[src/rtl/fetch_pkg.sv]
// rtl/fetch_pkg.sv - types and constants shared by the fetch stage
`timescale 1ns/1ps
package fetch_pkg;

    typedef enum logic [1:0] {
        IDLE = 2'd0,
        REQ  = 2'd1,
        DROP = 2'd2
    } fetch_state_t;

    typedef struct packed {
        logic [31:0] ins;
        logic [31:0] pc;
        logic [31:0] pcp4;
    } fetch_entry_t;

    localparam logic [31:0] PC_STEP = 32'd4;
    localparam logic [31:0] NOP_INS = 32'h0000_0013;

    function automatic logic [31:0] word_align(input logic [31:0] addr);
        return addr & 32'hFFFF_FFFC;
    endfunction

endpackage

[src/rtl/fetch_buffer_if.sv]
// rtl/fetch_buffer_if.sv - instruction memory and decode-side handshake bundle
`timescale 1ns/1ps
interface fetch_buffer_if;
    logic        imem_req;
    logic [31:0] imem_addr;
    logic        imem_ack;
    logic [31:0] imem_rdata;
    logic        ins_valid;
    logic        ins_ready;
    logic [31:0] ins;
    logic [31:0] pc_out;
    logic [31:0] pcp4_out;

    modport master (
        output imem_req, imem_addr,
        input  imem_ack, imem_rdata,
        output ins_valid, ins, pc_out, pcp4_out,
        input  ins_ready
    );

    modport slave (
        input  imem_req, imem_addr,
        output imem_ack, imem_rdata,
        input  ins_valid, ins, pc_out, pcp4_out,
        output ins_ready
    );
endinterface

[src/rtl/fetch_fifo.sv]
// rtl/fetch_fifo.sv - small FIFO of fetched {ins, pc, pcp4} entries with flush
`timescale 1ns/1ps
module fetch_fifo
    import fetch_pkg::*;
#(
    parameter int DEPTH = 2,
    localparam int AW = $clog2(DEPTH),
    localparam int CW = AW + 1
) (
    input  logic          clk,
    input  logic          rst_n,
    input  logic          flush,
    input  logic          push,
    input  fetch_entry_t  push_data,
    input  logic          pop,
    output fetch_entry_t  head,
    output logic [CW-1:0] count
);

    fetch_entry_t  mem [DEPTH];
    logic [AW-1:0] rd_ptr;
    logic [AW-1:0] wr_ptr;
    logic [CW-1:0] count_q;
    logic          empty;
    logic          do_pop;
    logic          do_push;

    assign empty   = (count_q == '0);
    assign do_pop  = pop && !empty && !flush;
    // A pop in the same cycle frees a slot, so a push into a full FIFO is still taken.
    assign do_push = push && !flush && ((count_q != CW'(DEPTH)) || do_pop);

    always_ff @(posedge clk or negedge rst_n) begin
        if (!rst_n) begin
            rd_ptr  <= '0;
            wr_ptr  <= '0;
            count_q <= '0;
        end else if (flush) begin
            rd_ptr  <= '0;
            wr_ptr  <= '0;
            count_q <= '0;
        end else begin
            if (do_push) begin
                wr_ptr <= wr_ptr + AW'(1);
            end
            if (do_pop) begin
                rd_ptr <= rd_ptr + AW'(1);
            end
            if (do_push && !do_pop) begin
                count_q <= count_q + CW'(1);
            end else if (do_pop && !do_push) begin
                count_q <= count_q - CW'(1);
            end
        end
    end

    always_ff @(posedge clk) begin
        if (do_push) begin
            mem[wr_ptr] <= push_data;
        end
    end

    assign head  = empty ? '0 : mem[rd_ptr];
    assign count = count_q;

endmodule

[src/rtl/fetch_buffer.sv]
// rtl/fetch_buffer.sv - multi-cycle fetch stage: PC, one-outstanding imem requests, FIFO to decode
// Optional stall counter output enabled by FETCH_PERF_CNT_EN.
`timescale 1ns/1ps
module fetch_buffer
    import fetch_pkg::*;
#(
    parameter int          DEPTH    = 2,
    parameter logic [31:0] RESET_PC = 32'h0000_0000,
    localparam int         CW       = $clog2(DEPTH) + 1
) (
    input  logic           clk,
    input  logic           rst_n,
    input  logic           redirect,
    input  logic [31:0]    redirect_pc,
    fetch_buffer_if.master bus
`ifdef FETCH_PERF_CNT_EN
    ,
    output logic [31:0]    stall_cnt
`endif
);

    fetch_state_t  state;
    fetch_state_t  state_d;
    logic [31:0]   fetch_pc;
    logic [31:0]   fetch_pc_d;
    logic [31:0]   req_addr;
    logic [31:0]   req_addr_d;
    logic [CW-1:0] count;
    logic [CW-1:0] count_after;
    logic          space_after;
    logic          push;
    logic          pop;
    fetch_entry_t  push_data;
    fetch_entry_t  head;

    assign bus.ins_valid = (count != '0);
    assign pop  = bus.ins_valid && bus.ins_ready && !redirect;
    assign push = (state == REQ) && bus.imem_ack && !redirect;

    assign push_data.ins  = bus.imem_rdata;
    assign push_data.pc   = req_addr;
    assign push_data.pcp4 = req_addr + PC_STEP;

    assign count_after = count + CW'(push) - CW'(pop);
    assign space_after = (count_after < CW'(DEPTH));

    always_comb begin
        state_d    = state;
        fetch_pc_d = fetch_pc;
        req_addr_d = req_addr;
        case (state)
            IDLE: begin
                if (redirect) begin
                    fetch_pc_d = word_align(redirect_pc);
                end else if (count < CW'(DEPTH)) begin
                    state_d    = REQ;
                    req_addr_d = fetch_pc;
                end
            end
            REQ: begin
                if (redirect) begin
                    // An ack landing with the redirect closes the request; otherwise drain it.
                    fetch_pc_d = word_align(redirect_pc);
                    state_d    = bus.imem_ack ? IDLE : DROP;
                end else if (bus.imem_ack) begin
                    fetch_pc_d = fetch_pc + PC_STEP;
                    if (space_after) begin
                        req_addr_d = fetch_pc + PC_STEP;
                    end else begin
                        state_d = IDLE;
                    end
                end
            end
            DROP: begin
                if (redirect) begin
                    fetch_pc_d = word_align(redirect_pc);
                end
                if (bus.imem_ack) begin
                    state_d = IDLE;
                end
            end
            default: state_d = IDLE;
        endcase
    end

    always_ff @(posedge clk or negedge rst_n) begin
        if (!rst_n) begin
            state    <= IDLE;
            fetch_pc <= RESET_PC;
            req_addr <= '0;
        end else begin
            state    <= state_d;
            fetch_pc <= fetch_pc_d;
            req_addr <= req_addr_d;
        end
    end

    assign bus.imem_req  = (state != IDLE);
    assign bus.imem_addr = req_addr;

    fetch_fifo #(.DEPTH(DEPTH)) u_fifo (
        .clk       (clk),
        .rst_n     (rst_n),
        .flush     (redirect),
        .push      (push),
        .push_data (push_data),
        .pop       (pop),
        .head      (head),
        .count     (count)
    );

    assign bus.ins      = head.ins;
    assign bus.pc_out   = head.pc;
    assign bus.pcp4_out = head.pcp4;

`ifdef FETCH_PERF_CNT_EN
    always_ff @(posedge clk or negedge rst_n) begin
        if (!rst_n) begin
            stall_cnt <= '0;
        end else if (!bus.ins_valid && (stall_cnt != 32'hFFFF_FFFF)) begin
            stall_cnt <= stall_cnt + 32'd1;
        end
    end
`endif

endmodule

[src/flat_wrapper.sv]
// flat-port wrapper written by rule: the top's interface ports become plain ports
module fetch_buffer_flat import fetch_pkg::*;
#(
    parameter int          DEPTH    = 2,
    parameter logic [31:0] RESET_PC = 32'h0000_0000,
    localparam int         CW       = $clog2(DEPTH) + 1
)
  (clk, rst_n, redirect, redirect_pc, bus_imem_req, bus_imem_addr, bus_imem_ack, bus_imem_rdata, bus_ins_valid, bus_ins, bus_pc_out, bus_pcp4_out, bus_ins_ready);
  fetch_buffer_if bus_i ();
  input  logic clk;
  input  logic rst_n;
  input  logic redirect;
  input  logic [31:0] redirect_pc;
  output wire logic [$bits(bus_i.imem_req)-1:0] bus_imem_req;
  output wire logic [$bits(bus_i.imem_addr)-1:0] bus_imem_addr;
  input wire logic [$bits(bus_i.imem_ack)-1:0] bus_imem_ack;
  input wire logic [$bits(bus_i.imem_rdata)-1:0] bus_imem_rdata;
  output wire logic [$bits(bus_i.ins_valid)-1:0] bus_ins_valid;
  output wire logic [$bits(bus_i.ins)-1:0] bus_ins;
  output wire logic [$bits(bus_i.pc_out)-1:0] bus_pc_out;
  output wire logic [$bits(bus_i.pcp4_out)-1:0] bus_pcp4_out;
  input wire logic [$bits(bus_i.ins_ready)-1:0] bus_ins_ready;
  assign bus_imem_req = bus_i.imem_req;
  assign bus_imem_addr = bus_i.imem_addr;
  assign bus_i.imem_ack = bus_imem_ack;
  assign bus_i.imem_rdata = bus_imem_rdata;
  assign bus_ins_valid = bus_i.ins_valid;
  assign bus_ins = bus_i.ins;
  assign bus_pc_out = bus_i.pc_out;
  assign bus_pcp4_out = bus_i.pcp4_out;
  assign bus_i.ins_ready = bus_ins_ready;
  fetch_buffer #(.DEPTH(DEPTH), .RESET_PC(RESET_PC)) u_core (.clk(clk), .rst_n(rst_n), .redirect(redirect), .redirect_pc(redirect_pc), .bus(bus_i));
endmodule
[config.mk]
export PLATFORM = sky130hd
export DESIGN_NAME = fetch_buffer_flat
export DESIGN_NICKNAME = d
export VERILOG_FILES = /design/src/rtl/fetch_pkg.sv /design/src/rtl/fetch_buffer_if.sv /design/src/rtl/fetch_fifo.sv /design/src/rtl/fetch_buffer.sv /design/src/flat_wrapper.sv
export SDC_FILE = /design/constraint.sdc
export NUM_CORES = 1
export LEC_CHECK = 0
export ABC_CLOCK_PERIOD_IN_PS = 20400
export CELL_PAD_IN_SITES_DETAIL_PLACEMENT = 1
export CELL_PAD_IN_SITES_GLOBAL_PLACEMENT = 2
export CORE_UTILIZATION = 39
export CTS_CLUSTER_SIZE = 30
export DETAILED_ROUTE_END_ITERATION = 6
export PLACE_DENSITY = 0.83
export SETUP_SLACK_MARGIN = 0.3
export SLEW_MARGIN = 20
export SYNTH_ARGS = -nofsm -noshare
export SYNTH_HDL_FRONTEND = slang
export SYNTH_HIERARCHICAL = 1
export SYNTH_SLANG_ARGS = --single-unit
[constraint.sdc]
create_clock -name clk -period 20.4 [get_ports clk]
set_input_delay 4.08 -clock clk [delete_from_list [all_inputs] [get_ports clk]]
set_output_delay 4.08 -clock clk [all_outputs]
set_load 0.02 [all_outputs]
; Word level (Yosys, flattened, before mapping)
; Memories as Yosys holds them, arrays and structs flattened.
; Index checks and enable logic that the tools add are counted.
[word_totals]
ff_bits = 70
latch_bits = 0
ramBits = 192
mem_bits_ro = 0
out_inout_bits = 130
memories = 1
[mem_list]
columns = name, depth, word_bits, read_ports, rd_clocked_by_memory_dff, write_ports, line
row1 = u_core.u_fifo.mem, 2, 96, 1, 0, 1, fetch_fifo.sv:20  ; fetch_entry_t mem [DEPTH];
[op_classes]
n_addsub = 8
n_mul = 0
n_div = 0
order_cmp = 2
n_eq_ne = 12
n_shift = 0
mux = 28
bitwise_logic = 0
n_reduce_logical = 28
[ops]
columns = operator, count
row1 = $mux 32, 8
row2 = $pmux 32 s2, 2
row3 = $mux 96, 1
row4 = $add 32x3->32 const B, 2
row5 = $mux 2, 10
row6 = $reduce_bool 2->1, 6
row7 = $logic_and 1x1->1, 10
row8 = $ne 2x2->1 const B, 5
row9 = $mux 1, 6
row10 = $ne 2x1->1 const B, 3
row11 = $ne 3x3->1 const B, 2
row12 = $pmux 2 s3, 1
row13 = $reduce_and 6->1, 1
row14 = $reduce_and 5->1, 1
row15 = $logic_not 1->1, 4
row16 = $logic_not 2->1, 2
row17 = $lt 2x2->1 const B, 2
row18 = $reduce_and 3->1, 1
row19 = $reduce_bool 3->1, 1
row20 = $add 1x1->1 const B, 2
row21 = $add 2x1->2, 1
row22 = $add 2x1->2 const B, 1
row23 = $eq 2x1->1 const B, 1
row24 = $eq 2x2->1 const B, 1
row25 = 4 further kinds, 4

; Logic depth before layout (Yosys ltp)
[logic_depth]
depth_word = 12
mapped_depth = 11

; Cells and area by module
; Netlist, hierarchy kept.
[modules_own_cells]
columns = module, instances, cells_per_inst, area_each_um2, seq_area_each_um2
row1 = fetch_fifo, 1, 433, 7531.0, 5865.6
row2 = fetch_buffer, 1, 532, 4647.0, 1551.5

; Worst setup path after synthesis
; Ideal clock, no wire load.
[synth_timing]
path_type = in2reg
start = input port redirect
end = memory u_core/u_fifo/mem[1][0] in the netlist's numbering (enable)
setup_time_ns = 0.688
arrival_ns = 12.232
slack_ns = 7.480
path_stages = 5
path_cell_list = clkbuf_1 nand2b_1 nor3b_1 o31ai_4 nor3b_1
[synth_between]
word_cells_on_any_way = 10
cone_classes = mux: 2 / reduce/logical: 8
[synth_rtl]
columns = element, line
row1 = start: declaration, flat_wrapper.sv:12  ; input logic redirect;
row2 = $logic_not 1->1, fetch_buffer.sv:38  ; assign push = (state == REQ) && bus.imem_ack && !redirect;
row3 = $logic_and 1x1->1, fetch_buffer.sv:38
row4 = named net u_core.push, fetch_buffer.sv:31  ; logic push;
row5 = $logic_and 1x1->1 (2 in series), fetch_fifo.sv:31  ; assign do_push = push && !flush && ((count_q != CW'(DEPTH)) || do_pop);
row6 = $mux 1, fetch_fifo.sv:58  ; if (do_push) begin
row7 = $mux 1 (implied by the code), fetch_fifo.sv:59  ; mem[wr_ptr] <= push_data;
row8 = end: declaration, fetch_fifo.sv:20
; The timed path passes the listed nets, and every way through them passes these cells.

; Final worst setup path
[layout_timing]
start = input port redirect
end = register u_core.req_addr[7], in the netlist u_core/bus.imem_addr[7]
[layout_between]
elab_chain_cells = 7
word_cells_on_any_way = 10
cone_classes = add/sub: 2 / order compare: 1 / eq/ne: 3 / reduce/logical: 4
[layout_rtl]
columns = element, line
row1 = $logic_not 1->1, fetch_buffer.sv:38
row2 = $logic_and 1x1->1, fetch_buffer.sv:38
row3 = named net u_core.push, fetch_buffer.sv:31
row4 = $add 2x1->2, fetch_buffer.sv:44  ; assign count_after = count + CW'(push) - CW'(pop);
row5 = $sub 2x1->2, fetch_buffer.sv:44
row6 = $lt 2x2->1, fetch_buffer.sv:45  ; assign space_after = (count_after < CW'(DEPTH));
row7 = $ne 2x1->1 (no source line), n/a
row8 = $reduce_and 6->1 (no source line), n/a
row9 = end signal: assignment, fetch_buffer.sv:94  ; req_addr <= req_addr_d;
row10 = end: declaration, fetch_buffer.sv:26  ; logic [31:0] req_addr;
; The timed path passes the listed nets, and every way through them passes these cells.
; A chain may end at the register's enable or synchronous reset.

==> summary.md <==
| Metric | Value |
|---|---|
| Slew HR | `26.6%` |
| Req. time, crit path | `20.81 ns` |
| Largest family of logic cells by synthesized area | `simple AND/OR/NAND/NOR gates` |
| #FFs+latches synth | `258` |
| Maximum number of pins on one net before global-route repair | `93` |
| CTS tree | `done` |
| Net Sw Frac | `28.2%` |
| Mapped Cells | `965` |
| Sequential area share after synthesis | `60.9%` |
| Wire length per cell | `19.8 um` |
| Post-route ant nets | `0` |
| Layout Area Growth over Synthesis | `23.1%` |
| Post-synthesis compound-gate area fraction | `5.24%` |
| Post-synth cell types | `61` |
| Vias | `7981` |
| Final Hold Vio Count | `0` |
| Post-CTS Resized | `0` |
| Post-DP HPWL | `19.9 mm` |
| Clk slew on worst S/H paths | `0.06 ns` |
| Slowest-stage cell, CP | `nor3b_1` |
| Worst r2r dst | `u_core/bus.imem_addr[7]` |
| Die Ht | `179 um` |
| First-pass GRT wire length | `46.6 mm` |
| Setup CP Type | `in -> reg` |
| Post-Route Skew | `0.0175 ns` |
| Drt first-iter violations | `471` |
| Remaining DRCs | `0` |
| Num CTS Buffers | `29` |
| Min-Delay Startpoint | `u_core/bus.imem_addr[29]` |
| Leakage | `4.95 nW` |
| Max clock buf depth | `3` |
| FFs w/ async S/R, synth | `25.6%` |
| Overflow after GRT | `0` |
| Crit path DAT | `8.22 ns` |
| Final wirelength | `30.3 mm` |
| # Max-Cap Violations | `0` |
| Sequential Power Share | `49.8%` |
| Clock latency on the worst-skew pair | `0.53 ns` |
| Clock share of power | `34.0%` |
| PwrDens | `91.6 nW/um^2` |
| Synth Area in Adders | `0.308%` |
| Max stage delay on crit path | `0.93 ns` |
| Final Power | `0.00137 W` |
| Initial antenna violation count | `0` |
| Status | `complete, no violations` |
| Postcts setup bufs | `0` |
| R2R depth | `10` |
| Post-synth top flop | `edfxtp_1` |
| Hold Path Depth | `0` |
| Final setup fails | `0` |
| Vias in the first global route | `8030` |
| RSZ-0062 raised after global routing | `no` |
| GRT Util Overall | `18.8%` |
| Int Pwr | `0.000986 W` |
| Worst-margin pin slew | `1.10 ns` |
| Post-Synth Simple-Gate Area | `13.0%` |
| VDD IR max | `58.0 uV` |
| Clk root buf | `clkbuf_16` |
| Fmax | `128 MHz` |
| Crit path buffers/inverters | `4` |
| Sink Count | `258` |
| Port Buffer Count | `194` |
| Crit start category | `input pin` |
| Hold Crit Class | `reg -> reg` |
| Fin crit period | `7.80 ns` |
| Sum Neg Setup Slack | `0 ns` |
| R2R Path Start | `u_core/state[0]` |
| Delay-heaviest family, CP | `simple AND/OR/NAND/NOR gates` |
| Critical-path cell list | `clkdlybuf4s50_1 -> buf_4 -> nand2b_1 -> nor3b_1 -> inv_1 -> ha_1 -> nand2b_1 -> xnor2_1 -> nand2_1 -> o21ai_2 -> buf_4 -> mux2_2` |
| Ys Warns | `6` |
| Net Switching | `0.000388 W` |
| Cell Area, Synth | `12200 um^2` |
| Syn avg cell area | `12.6 um^2` |
| Fin crit share | `38.2%` |
| Most frequent cells in the layout | `clkdlybuf4s50_1 (193), edfxtp_1 (192), nor2_1 (139)` |
| Top Ports | `199` |
| Starting Density | `39.7%` |
| Critical path fanouts, max | `30` |
| Hold_buf cts | `0` |
| Routed vias/inst | `5.20` |
| Layout cells sized above 1 | `8.88%` |
| Synth Area in XOR/XNOR | `4.32%` |
| Die area | `31900 um^2` |
| Reg-to-reg slack, setup | `16.35 ns` |
| Mux cell area share after synthesis | `10.8%` |
| Commonest non-fill, non-tap cell in the layout | `clkdlybuf4s50_1` |
| WHS Endpoint | `u_core/u_fifo/mem[0][61]` |
| Row count | `64` |
| Critical Path End Type | `flop` |
| Fin nets | `1189` |
| Die Width | `179 um` |
| Combinational power share | `16.2%` |
| CTS H-tree lvls | `1` |
| Number of inserted diodes | `0` |
| Pins Over Slew Limit | `0` |
| Placeable core area | `30700 um^2` |
| Post-synth EDFFs | `192` |
| Placer Congestion | `0.828` |
| Detailed Routing Iterations Pass 1 | `6` |
-- power groups by stage --
stage | clock network (W) | logic (W) | registers (W)
global route | 0.000501 | 0.000242 | 0.000692
finish | 0.000466 | 0.000223 | 0.000685
detailed placement | 0 | 0.000224 | 0.000696
floorplan | 0 | 0.000164 | 0.000663
global placement | 0 | 0.000218 | 0.000693
CTS | 0.000482 | 0.000226 | 0.000685
-- sequential cells by signal, indices dropped and copies added (netlist names) --
signal	flops
u_core/bus.imem_addr	30
u_core/fetch_pc	30
u_core/state	2
u_core/u_fifo/count	2
u_core/u_fifo/mem	192
u_core/u_fifo/rd_ptr	1
u_core/u_fifo/wr_ptr	1
-- kinds of logic (layout without fill, tap and decap cells) --
logic type,after synthesis,in the layout
AO/OA/AOI/OAI,99,99
XOR/XNOR,60,60
adder cells (fa/ha/maj),3,3
buffers and inverters,105,269
flip-flops,258,258
multiplexers,128,128
other,1,10
AND/OR/NAND/NOR,311,311
-- layer usage --
metal	vias up	GRT usage (%)	wire (um)
li1	3771	-	-
met1	4000	26.7	14300
met2	182	30.5	14100
met3	28	3.20	1610
met4	0	3.25	336
met5	-	0	0
-- cell type report --
cell class	count	area (um^2)
fill	3162	15700
timing repair buffer	206	2030
clock inverter	15	76.3
multi-input combinational	611	4170
tap	396	495
inverter	11	41.3
clock buffer	37	766
sequential	258	7420
-- worst max-delay path by stage --
| stage | startpoint | to | cells past startpoint |
|---|---|---|---|
| floorplan | redirect | u_core/u_fifo/mem[1][0] | 5 |
| global route | redirect | u_core/bus.imem_addr[20] | 12 |
| CTS | redirect | u_core/bus.imem_addr[7] | 12 |
| detailed placement | redirect | u_core/bus.imem_addr[7] | 12 |
| global placement | redirect | u_core/bus.imem_addr[10] | 12 |
| finish | redirect | u_core/bus.imem_addr[7] | 12 |
-- stage by stage --
stage | instance area, um^2 | hold WS [ns] | util (%) | cells | setup slack [ns]
final | 15000 | 0.528 | 48.9 | 1534 | 12.60
after global placement | 14100 | 0.517 | 46.1 | 1482 | 12.10
after CTS | 15000 | 0.534 | 48.9 | 1534 | 12.58
after detailed placement | 14100 | 0.516 | 46.1 | 1482 | 12.01
after global routing | 15000 | 0.549 | 48.9 | 1534 | 12.28
after floorplan | 12200 | 0.465 | - | 974 | 7.48
-- synth_stat cells, types with 19 or more instances --
library cell	instances	area share, %
a21oi_1	37	1.5
mux2_2	20	1.8
nand2_1	46	1.4
nand3_1	27	1.1
buf_4	49	3.0
dfrtp_1	66	14
mux2i_1	102	8.4
nor2_1	140	4.3
xnor2_1	38	2.7
nand4_1	23	1.2
buf_2	19	0.78
xor2_1	22	1.6
edfxtp_1	192	47
Note: power is estimated with default switching activity, not from simulation.
